File: config.mk
export PLATFORM = sky130hd
export DESIGN_NAME = position_table_decoder
export DESIGN_NICKNAME = d
export VERILOG_FILES = /design/src/rtl/position_table_pkg.sv /design/src/rtl/position_table_bank.sv /design/src/rtl/position_table_decoder.sv
export SDC_FILE = /design/constraint.sdc
export NUM_CORES = 2
export LEC_CHECK = 0
export BUFFER_PORTS_ARGS = -buffer_cell sky130_fd_sc_hd__buf_4
export CAP_MARGIN = 30
export CORE_ASPECT_RATIO = 0.7
export CORE_MARGIN = 2
export CORE_UTILIZATION = 40
export CTS_BUF_LIST = sky130_fd_sc_hd__clkbuf_8
export DETAILED_ROUTE_END_ITERATION = 8
export GPL_ROUTABILITY_DRIVEN = 0
export PLACE_DENSITY = 0.6
export SLEW_MARGIN = 10
export SYNTH_ARGS = -nofsm -noshare
export SYNTH_HDL_FRONTEND = slang
export SYNTH_SLANG_ARGS = --single-unit
File: constraint.sdc
create_clock -name clk -period 6 [get_ports clk]
set_input_delay 0.3 -clock clk [delete_from_list [all_inputs] [get_ports clk]]
set_output_delay 0.3 -clock clk [all_outputs]
set_load 0.005 [all_outputs]
File: src/rtl/position_table_pkg.sv
// Shared definitions for the position_table word decoder.
// Holds the field layout of the 32-bit PIO word, the decoded entry type,
// the FSM state type and a helper that turns a word into an entry.
package position_table_pkg;

    localparam int N_ENTRIES = 31;
    localparam int XW        = 10;
    localparam int YW        = 10;

    // Word layout: [31] toggle, [30:26] index, [25:16] x, [15:6] y,
    // [5:2] sprite, [1:0] flags.
    localparam int TOGGLE_BIT = 31;
    localparam int IDX_MSB    = 30;
    localparam int IDX_LSB    = 26;
    localparam int X_MSB      = 25;
    localparam int X_LSB      = 16;
    localparam int Y_MSB      = 15;
    localparam int Y_LSB      = 6;
    localparam int SPRITE_MSB = 5;
    localparam int SPRITE_LSB = 2;
    localparam int FLAGS_MSB  = 1;
    localparam int FLAGS_LSB  = 0;

    localparam logic [4:0] COMMIT_IDX = 5'd31;
    localparam logic [4:0] MAX_COUNT  = 5'd31;

    typedef struct packed {
        logic [XW-1:0] x;
        logic [YW-1:0] y;
        logic [3:0]    sprite;
        logic [1:0]    flags;
    } entry_t;

    typedef enum logic [1:0] {
        IDLE    = 2'd0,
        LOADING = 2'd1,
        PENDING = 2'd2
    } state_t;

    function automatic entry_t decode_entry(input logic [31:0] word);
        entry_t e;
        e.x      = word[X_MSB:X_LSB];
        e.y      = word[Y_MSB:Y_LSB];
        e.sprite = word[SPRITE_MSB:SPRITE_LSB];
        e.flags  = word[FLAGS_MSB:FLAGS_LSB];
        return e;
    endfunction

endpackage

File: src/rtl/position_table_bank.sv
// One bank of the sprite position table: 31 entries plus a valid bit each.
// Ports:
//   clk, reset     - clock, synchronous active-high reset (clears valid bits)
//   wr_en/wr_index/wr_data - single write port; sets the entry's valid bit
//   clear_valid    - synchronous clear of all valid bits (bank becoming shadow)
//   rd_index       - read address, registered read with one cycle latency
//   valid          - current valid vector (used for entry counting)
//   rd_valid/rd_entry - registered read result; disabled entries and
//                    index 31 read back as all zeros
module position_table_bank
    import position_table_pkg::*;
(
    input  logic                 clk,
    input  logic                 reset,
    input  logic                 wr_en,
    input  logic [4:0]           wr_index,
    input  entry_t               wr_data,
    input  logic                 clear_valid,
    input  logic [4:0]           rd_index,
    output logic [N_ENTRIES-1:0] valid,
    output logic                 rd_valid,
    output entry_t               rd_entry
);

    entry_t               mem_q [N_ENTRIES];
    entry_t               mem_d [N_ENTRIES];
    logic [N_ENTRIES-1:0] valid_q, valid_d;
    logic                 rd_valid_q, rd_valid_d;
    entry_t               rd_entry_q, rd_entry_d;

    always_comb begin
        mem_d   = mem_q;
        valid_d = clear_valid ? '0 : valid_q;
        if (wr_en && (wr_index != COMMIT_IDX)) begin
            mem_d[wr_index]   = wr_data;
            valid_d[wr_index] = 1'b1;
        end
    end

    // Disabled entries are masked to zero so the renderer never sees stale data.
    always_comb begin
        rd_valid_d = 1'b0;
        rd_entry_d = '0;
        if ((rd_index != COMMIT_IDX) && valid_q[rd_index]) begin
            rd_valid_d = 1'b1;
            rd_entry_d = mem_q[rd_index];
        end
    end

    // Entry storage carries no reset; the valid bits alone gate visibility.
    always_ff @(posedge clk) begin
        mem_q <= mem_d;
    end

    always_ff @(posedge clk) begin
        if (reset) begin
            valid_q    <= '0;
            rd_valid_q <= 1'b0;
            rd_entry_q <= '0;
        end else begin
            valid_q    <= valid_d;
            rd_valid_q <= rd_valid_d;
            rd_entry_q <= rd_entry_d;
        end
    end

    assign valid    = valid_q;
    assign rd_valid = rd_valid_q;
    assign rd_entry = rd_entry_q;

endmodule

File: src/rtl/position_table_decoder.sv
// Decodes the Nios PIO position_table word stream into a double-buffered
// 31-entry sprite table and swaps banks at vertical blanking.
// Ports:
//   clk, reset          - clock, synchronous active-high reset
//   position_table      - PIO word; bit 31 toggles on every software write
//   vblank_start        - one-cycle pulse at start of vertical blanking
//   refresh_image       - high while ready to accept a new frame's table
//   rd_index            - renderer read address (31 reads as zeros)
//   rd_en/x/y/sprite/flags - active-bank entry, one cycle after rd_index
//   entry_count         - distinct entries written to the shadow bank this frame
//   frame_repeat        - pulse: vblank seen with no commit pending
//   overrun             - pulse: word arrived while a commit was pending
//
// state   | meaning
// IDLE    | frame swapped in, waiting for first word of the next table
// LOADING | entries arriving into the shadow bank
// PENDING | commit received, waiting for vblank to swap banks
module position_table_decoder
    import position_table_pkg::*;
(
    input  logic          clk,
    input  logic          reset,
    input  logic [31:0]   position_table,
    input  logic          vblank_start,
    output logic          refresh_image,
    input  logic [4:0]    rd_index,
    output logic          rd_en,
    output logic [XW-1:0] rd_x,
    output logic [YW-1:0] rd_y,
    output logic [3:0]    rd_sprite,
    output logic [1:0]    rd_flags,
    output logic [4:0]    entry_count,
    output logic          frame_repeat,
    output logic          overrun
);

    logic [31:0] in_q, in_d;
    logic        last_toggle_q, last_toggle_d;
    state_t      state_q, state_d;
    logic        bank_sel_q, bank_sel_d;
    logic        bank_sel_rd_q, bank_sel_rd_d;
    logic [4:0]  entry_count_q, entry_count_d;
    logic        frame_repeat_q, frame_repeat_d;
    logic        overrun_q, overrun_d;

    logic        new_word;
    logic        is_commit;
    logic [4:0]  word_idx;
    entry_t      word_entry;
    logic        wr_en;
    logic        swap;

    logic [N_ENTRIES-1:0] valid0, valid1, shadow_valid;
    logic                 rd_valid0, rd_valid1;
    entry_t               rd_entry0, rd_entry1, rd_entry;

    assign in_d       = position_table;
    assign new_word   = in_q[TOGGLE_BIT] ^ last_toggle_q;
    assign word_idx   = in_q[IDX_MSB:IDX_LSB];
    assign is_commit  = (word_idx == COMMIT_IDX);
    assign word_entry = decode_entry(in_q);

    // bank_sel names the active (displayed) bank; the other one is the shadow.
    assign shadow_valid = bank_sel_q ? valid0 : valid1;

    always_comb begin
        state_d        = state_q;
        last_toggle_d  = last_toggle_q;
        bank_sel_d     = bank_sel_q;
        entry_count_d  = entry_count_q;
        frame_repeat_d = 1'b0;
        overrun_d      = 1'b0;
        wr_en          = 1'b0;
        swap           = 1'b0;

        if (new_word) begin
            last_toggle_d = in_q[TOGGLE_BIT];
        end

        case (state_q)
            IDLE, LOADING: begin
                if (new_word) begin
                    if (is_commit) begin
                        state_d = PENDING;
                    end else begin
                        wr_en   = 1'b1;
                        state_d = LOADING;
                        // Rewrites of an already-valid index do not count.
                        if (!shadow_valid[word_idx] && (entry_count_q != MAX_COUNT)) begin
                            entry_count_d = entry_count_q + 5'd1;
                        end
                    end
                end
                // A commit landing on the same edge as vblank waits for the next one.
                if (vblank_start) begin
                    frame_repeat_d = 1'b1;
                end
            end
            PENDING: begin
                if (new_word) begin
                    overrun_d = 1'b1;
                end
                if (vblank_start) begin
                    swap          = 1'b1;
                    bank_sel_d    = ~bank_sel_q;
                    entry_count_d = '0;
                    state_d       = IDLE;
                end
            end
            default: begin
                state_d = IDLE;
            end
        endcase
    end

    // Track which bank the read registers sampled so the output mux flips
    // one cycle after bank_sel, in step with the registered read data.
    assign bank_sel_rd_d = bank_sel_q;

    always_ff @(posedge clk) begin
        if (reset) begin
            in_q           <= '0;
            last_toggle_q  <= 1'b0;
            state_q        <= IDLE;
            bank_sel_q     <= 1'b0;
            bank_sel_rd_q  <= 1'b0;
            entry_count_q  <= '0;
            frame_repeat_q <= 1'b0;
            overrun_q      <= 1'b0;
        end else begin
            in_q           <= in_d;
            last_toggle_q  <= last_toggle_d;
            state_q        <= state_d;
            bank_sel_q     <= bank_sel_d;
            bank_sel_rd_q  <= bank_sel_rd_d;
            entry_count_q  <= entry_count_d;
            frame_repeat_q <= frame_repeat_d;
            overrun_q      <= overrun_d;
        end
    end

    // On a swap the outgoing active bank becomes the new shadow and is cleared.
    position_table_bank u_bank0 (
        .clk         (clk),
        .reset       (reset),
        .wr_en       (wr_en && bank_sel_q),
        .wr_index    (word_idx),
        .wr_data     (word_entry),
        .clear_valid (swap && !bank_sel_q),
        .rd_index    (rd_index),
        .valid       (valid0),
        .rd_valid    (rd_valid0),
        .rd_entry    (rd_entry0)
    );

    position_table_bank u_bank1 (
        .clk         (clk),
        .reset       (reset),
        .wr_en       (wr_en && !bank_sel_q),
        .wr_index    (word_idx),
        .wr_data     (word_entry),
        .clear_valid (swap && bank_sel_q),
        .rd_index    (rd_index),
        .valid       (valid1),
        .rd_valid    (rd_valid1),
        .rd_entry    (rd_entry1)
    );

    assign rd_entry      = bank_sel_rd_q ? rd_entry1 : rd_entry0;
    assign rd_en         = bank_sel_rd_q ? rd_valid1 : rd_valid0;
    assign rd_x          = rd_entry.x;
    assign rd_y          = rd_entry.y;
    assign rd_sprite     = rd_entry.sprite;
    assign rd_flags      = rd_entry.flags;
    assign refresh_image = (state_q == IDLE);
    assign entry_count   = entry_count_q;
    assign frame_repeat  = frame_repeat_q;
    assign overrun       = overrun_q;

endmodule

==> results.cfg <==
[route]
wire_per_inst_um = 29.9
ant_nets = 0
routed_via_density = 5.67
first_pass_iters = 8
drtIter0Drc = 4422
post-route-drc-count = 0
finalWirelength_um = 178000
vias = 33883

[sta]
worstMarginPinSlew_ps = 1060
fin_setup_tns_ps = 0
finalCritPeriodShare_pct = 55.4
setup_violations = 0
max_freq_ghz = 0.301
slew_viol_final = 0
skew_ps = 42.1
period_minus_slack_ps = 3320
hold_viol = 0
rsz0062_at_grt = false
slew_headroom_pct = 29.3

[setup_path]
crit_chain = xnor2_1, or2_2, nor2_1, nand2_1, nor2_4, buf_4
reg2reg_from = in_q[31]
r2r_end = u_bank1.mem_q[181]
r2r_cells = 6
worstSetupStartpointType = flip-flop
worstPathMaxFanout = 16
r2r_setup_slack_ps = 2680
crit_slowest_cell = nor2_4
worstSetupEndpointType = flip-flop
critical_path_class = flip-flop to flip-flop
max_stage_delay_ps = 660
arrival_ps = 3960
cp.required_ps = 6640

[placed_design]
io_buffers = 74
hpwlAfterDp_um = 105000

[logic_synthesis]
yosysMostFrequentCell = edfxtp_1
async_reset_ff_share_pct = 0
syn_area_per_cell_sq_um = 21.5
ys_top_cells_by_count = edfxtp_1, mux4_2, nor2_1, dfxtp_1, mux2i_1
syn-num-nets = 3189
netlist_area_sq_um = 67700
synth_cells = 3147
yosysUniqueCellTypes = 51
yosysSeqAreaShare_pct = 76.2
synth_top_area_share_pct = 71.5
yosys_warnings = 0
synth.area.top_cells = edfxtp_1, mux4_2, dfxtp_1
ys_ff_latch = 1772
synthFlopType = edfxtp_1
synth_edf_count = 1612
yosys.area.top_type = edfxtp_1

[hold_path]
min_to = u_bank0.rd_entry[5]
hold_depth = 5
hp-start = rd_index[2]
hold_path_class = input pin to flip-flop

[floorplan]
dieArea_sq_um = 173000
pin_count = 75
initial_core_util_pct = 40.2
core_area_sq_um = 168000
die_h_um = 348
fp-row-count = 126
die_w_um = 496

[clock_tree]
h-tree-depth = 5
clk_latency_ps = 1010
cts_made_buffers = 284
path_clk_slew_ps = 70
cts_tree = yes
post_cts_buffers = 0
cts_buffer_depth = 4
clockRootBuffer = clkbuf_8
cts.sinks = 1772

[global_routing]
grtUsageTotal_pct = 20.6
antenna_found_initial = 9
first_global_vias = 33094
grt_overflow = 0
grt_pass1_wl_um = 252000
grt_max_degree = 98

[power_and_ir_drop]
share_seq_of_total_power_pct = 55.7
power_frac_comb_pct = 5.2
ir_drop_v = 0.000232
switching_share_pct = 22.4
p_total_mw = 24.3
p_switching_mw = 5.44
p_leak_nw = 25.4
powerDensity_nw_per_um2 = 310
intPower_mw = 18.9
clock_power_share_pct = 39.0

[final_layout]
area_delta_synth_final_pct = 15.9
final_layout_size_suffix_gt1_share_pct = 30.9
nets = 3576

[job]
maxCapViolations = 0

[outcome]
run_status = finished, final reports clean
[critical path, delay by kind of cell (launching register included)]
family                    cells  cell delay [ps]
and+or+nand+nor               4             1960
buffers and inverters         1              440
DFF                           1              320
xor gates and xnor gates      1              190
[cell type report]
class                   count  area [sq um]
diodes                     11          27.5
clock buffers             302          4160
clock inverters           175           876
fillers                 13913         89900
inverters                   5          18.8
multi-input cells        1188         15600
flip-flops and latches   1772         51700
well taps                2240          2800
repair buffers            283          3330
[layer usage]
metal	wire, um	global-route usage [%]	part of all wire, %
met2	78200	28.9	44
met3	16600	4.85	9.3
met5	21	0	0.012
met4	2920	5.11	1.6
met1	80700	32.3	45
[logic make-up after synthesis]
logic type	count (synthesis)	synth area share, %
AO/OA/AOI/OAI	186	1.69
XOR/XNOR	1	0.0129
adder cells (fa/ha/maj)	2	0.0370
buffers and inverters	187	1.39
flip-flops	1772	76.2
multiplexers	637	18.3
AND/OR/NAND/NOR	362	2.35
[state kept, by name, indices dropped and copies added, names as in the netlist]
signal	flops
frame_repeat	1
entry_count	5
overrun	1
in_q	32
u_bank1.valid	31
u_bank1.rd_valid	1
u_bank1.mem_q	806
last_toggle_q	1
bank_sel_rd_q	1
u_bank0.rd_entry	26
u_bank0.valid	31
u_bank1.rd_entry	26
bank_sel_q	1
u_bank0.rd_valid	1
state_q	2
u_bank0.mem_q	806
[layout by cell type (no fill, tap or decap), types with 15 or more instances in the layout]
| cell type | n |
|---|---|
| clkinv_2 | 20 |
| clkinv_1 | 33 |
| mux2_2 | 35 |
| edfxtp_1 | 1612 |
| nor2_1 | 126 |
| buf_16 | 25 |
| dfxtp_2 | 24 |
| mux2i_1 | 126 |
| nand2_1 | 76 |
| nor2_4 | 62 |
| a22oi_1 | 30 |
| nand3_1 | 15 |
| inv_1 | 110 |
| dlygate4sd3_1 | 82 |
| o21ai_0 | 54 |
| clkbuf_8 | 303 |
| nor2b_1 | 52 |
| dfxtp_1 | 133 |
| a211oi_1 | 29 |
| buf_4 | 128 |
| a21oi_1 | 52 |
| mux4_2 | 475 |
| buf_12 | 37 |
[per-stage QoR]
step | setup WS [ps] | util, % | hold slack (ps) | instances | instance area (sq um)
floorplan | 2960 | - | 428 | 3147 | 67700
global placement | 2320 | 42.3 | 471 | 5345 | 71300
detailed placement | 2410 | 43.0 | 479 | 5394 | 72400
CTS | 2350 | 46.5 | 0.114 | 5953 | 78200
global route | 2590 | 46.6 | 70.2 | 5970 | 78500
finish | 2680 | 46.6 | 80.4 | 5976 | 78500
[power groups by stage]
stage | Combinational, mW | Sequential (mW) | Clock (mW)
finish | 1.27 | 13.6 | 9.49
global route | 1.34 | 13.6 | 10.2
CTS | 1.27 | 13.6 | 9.70
detailed placement | 1.23 | 13.8 | 0
global placement | 1.21 | 13.8 | 0
floorplan | 0.672 | 13.9 | 0
[worst max-delay path by stage]
stage	startpoint	end	slack (ps)	depth (start not counted)
3_5_place_dp	in_q[26]	u_bank0.mem_q[155]	2410	3
5_1_grt	in_q[31]	u_bank1.mem_q[490]	2590	6
3_3_place_gp	rd_index[0]	u_bank0.rd_entry[24]	2320	8
6_report	in_q[31]	u_bank1.mem_q[181]	2680	6
4_1_cts	in_q[26]	u_bank0.mem_q[149]	2350	3
2_1_floorplan	bank_sel_q	u_bank0.mem_q[104]	2960	5
[repair_timing]
| action | 4_1_cts | 5_1_grt |
|---|---|---|
| hold buffers | 82 | 0 |
| resized for setup | 0 | 0 |
| endpoints found under the hold margin | 68 | 0 |
(Power assumes the default switching activity.)
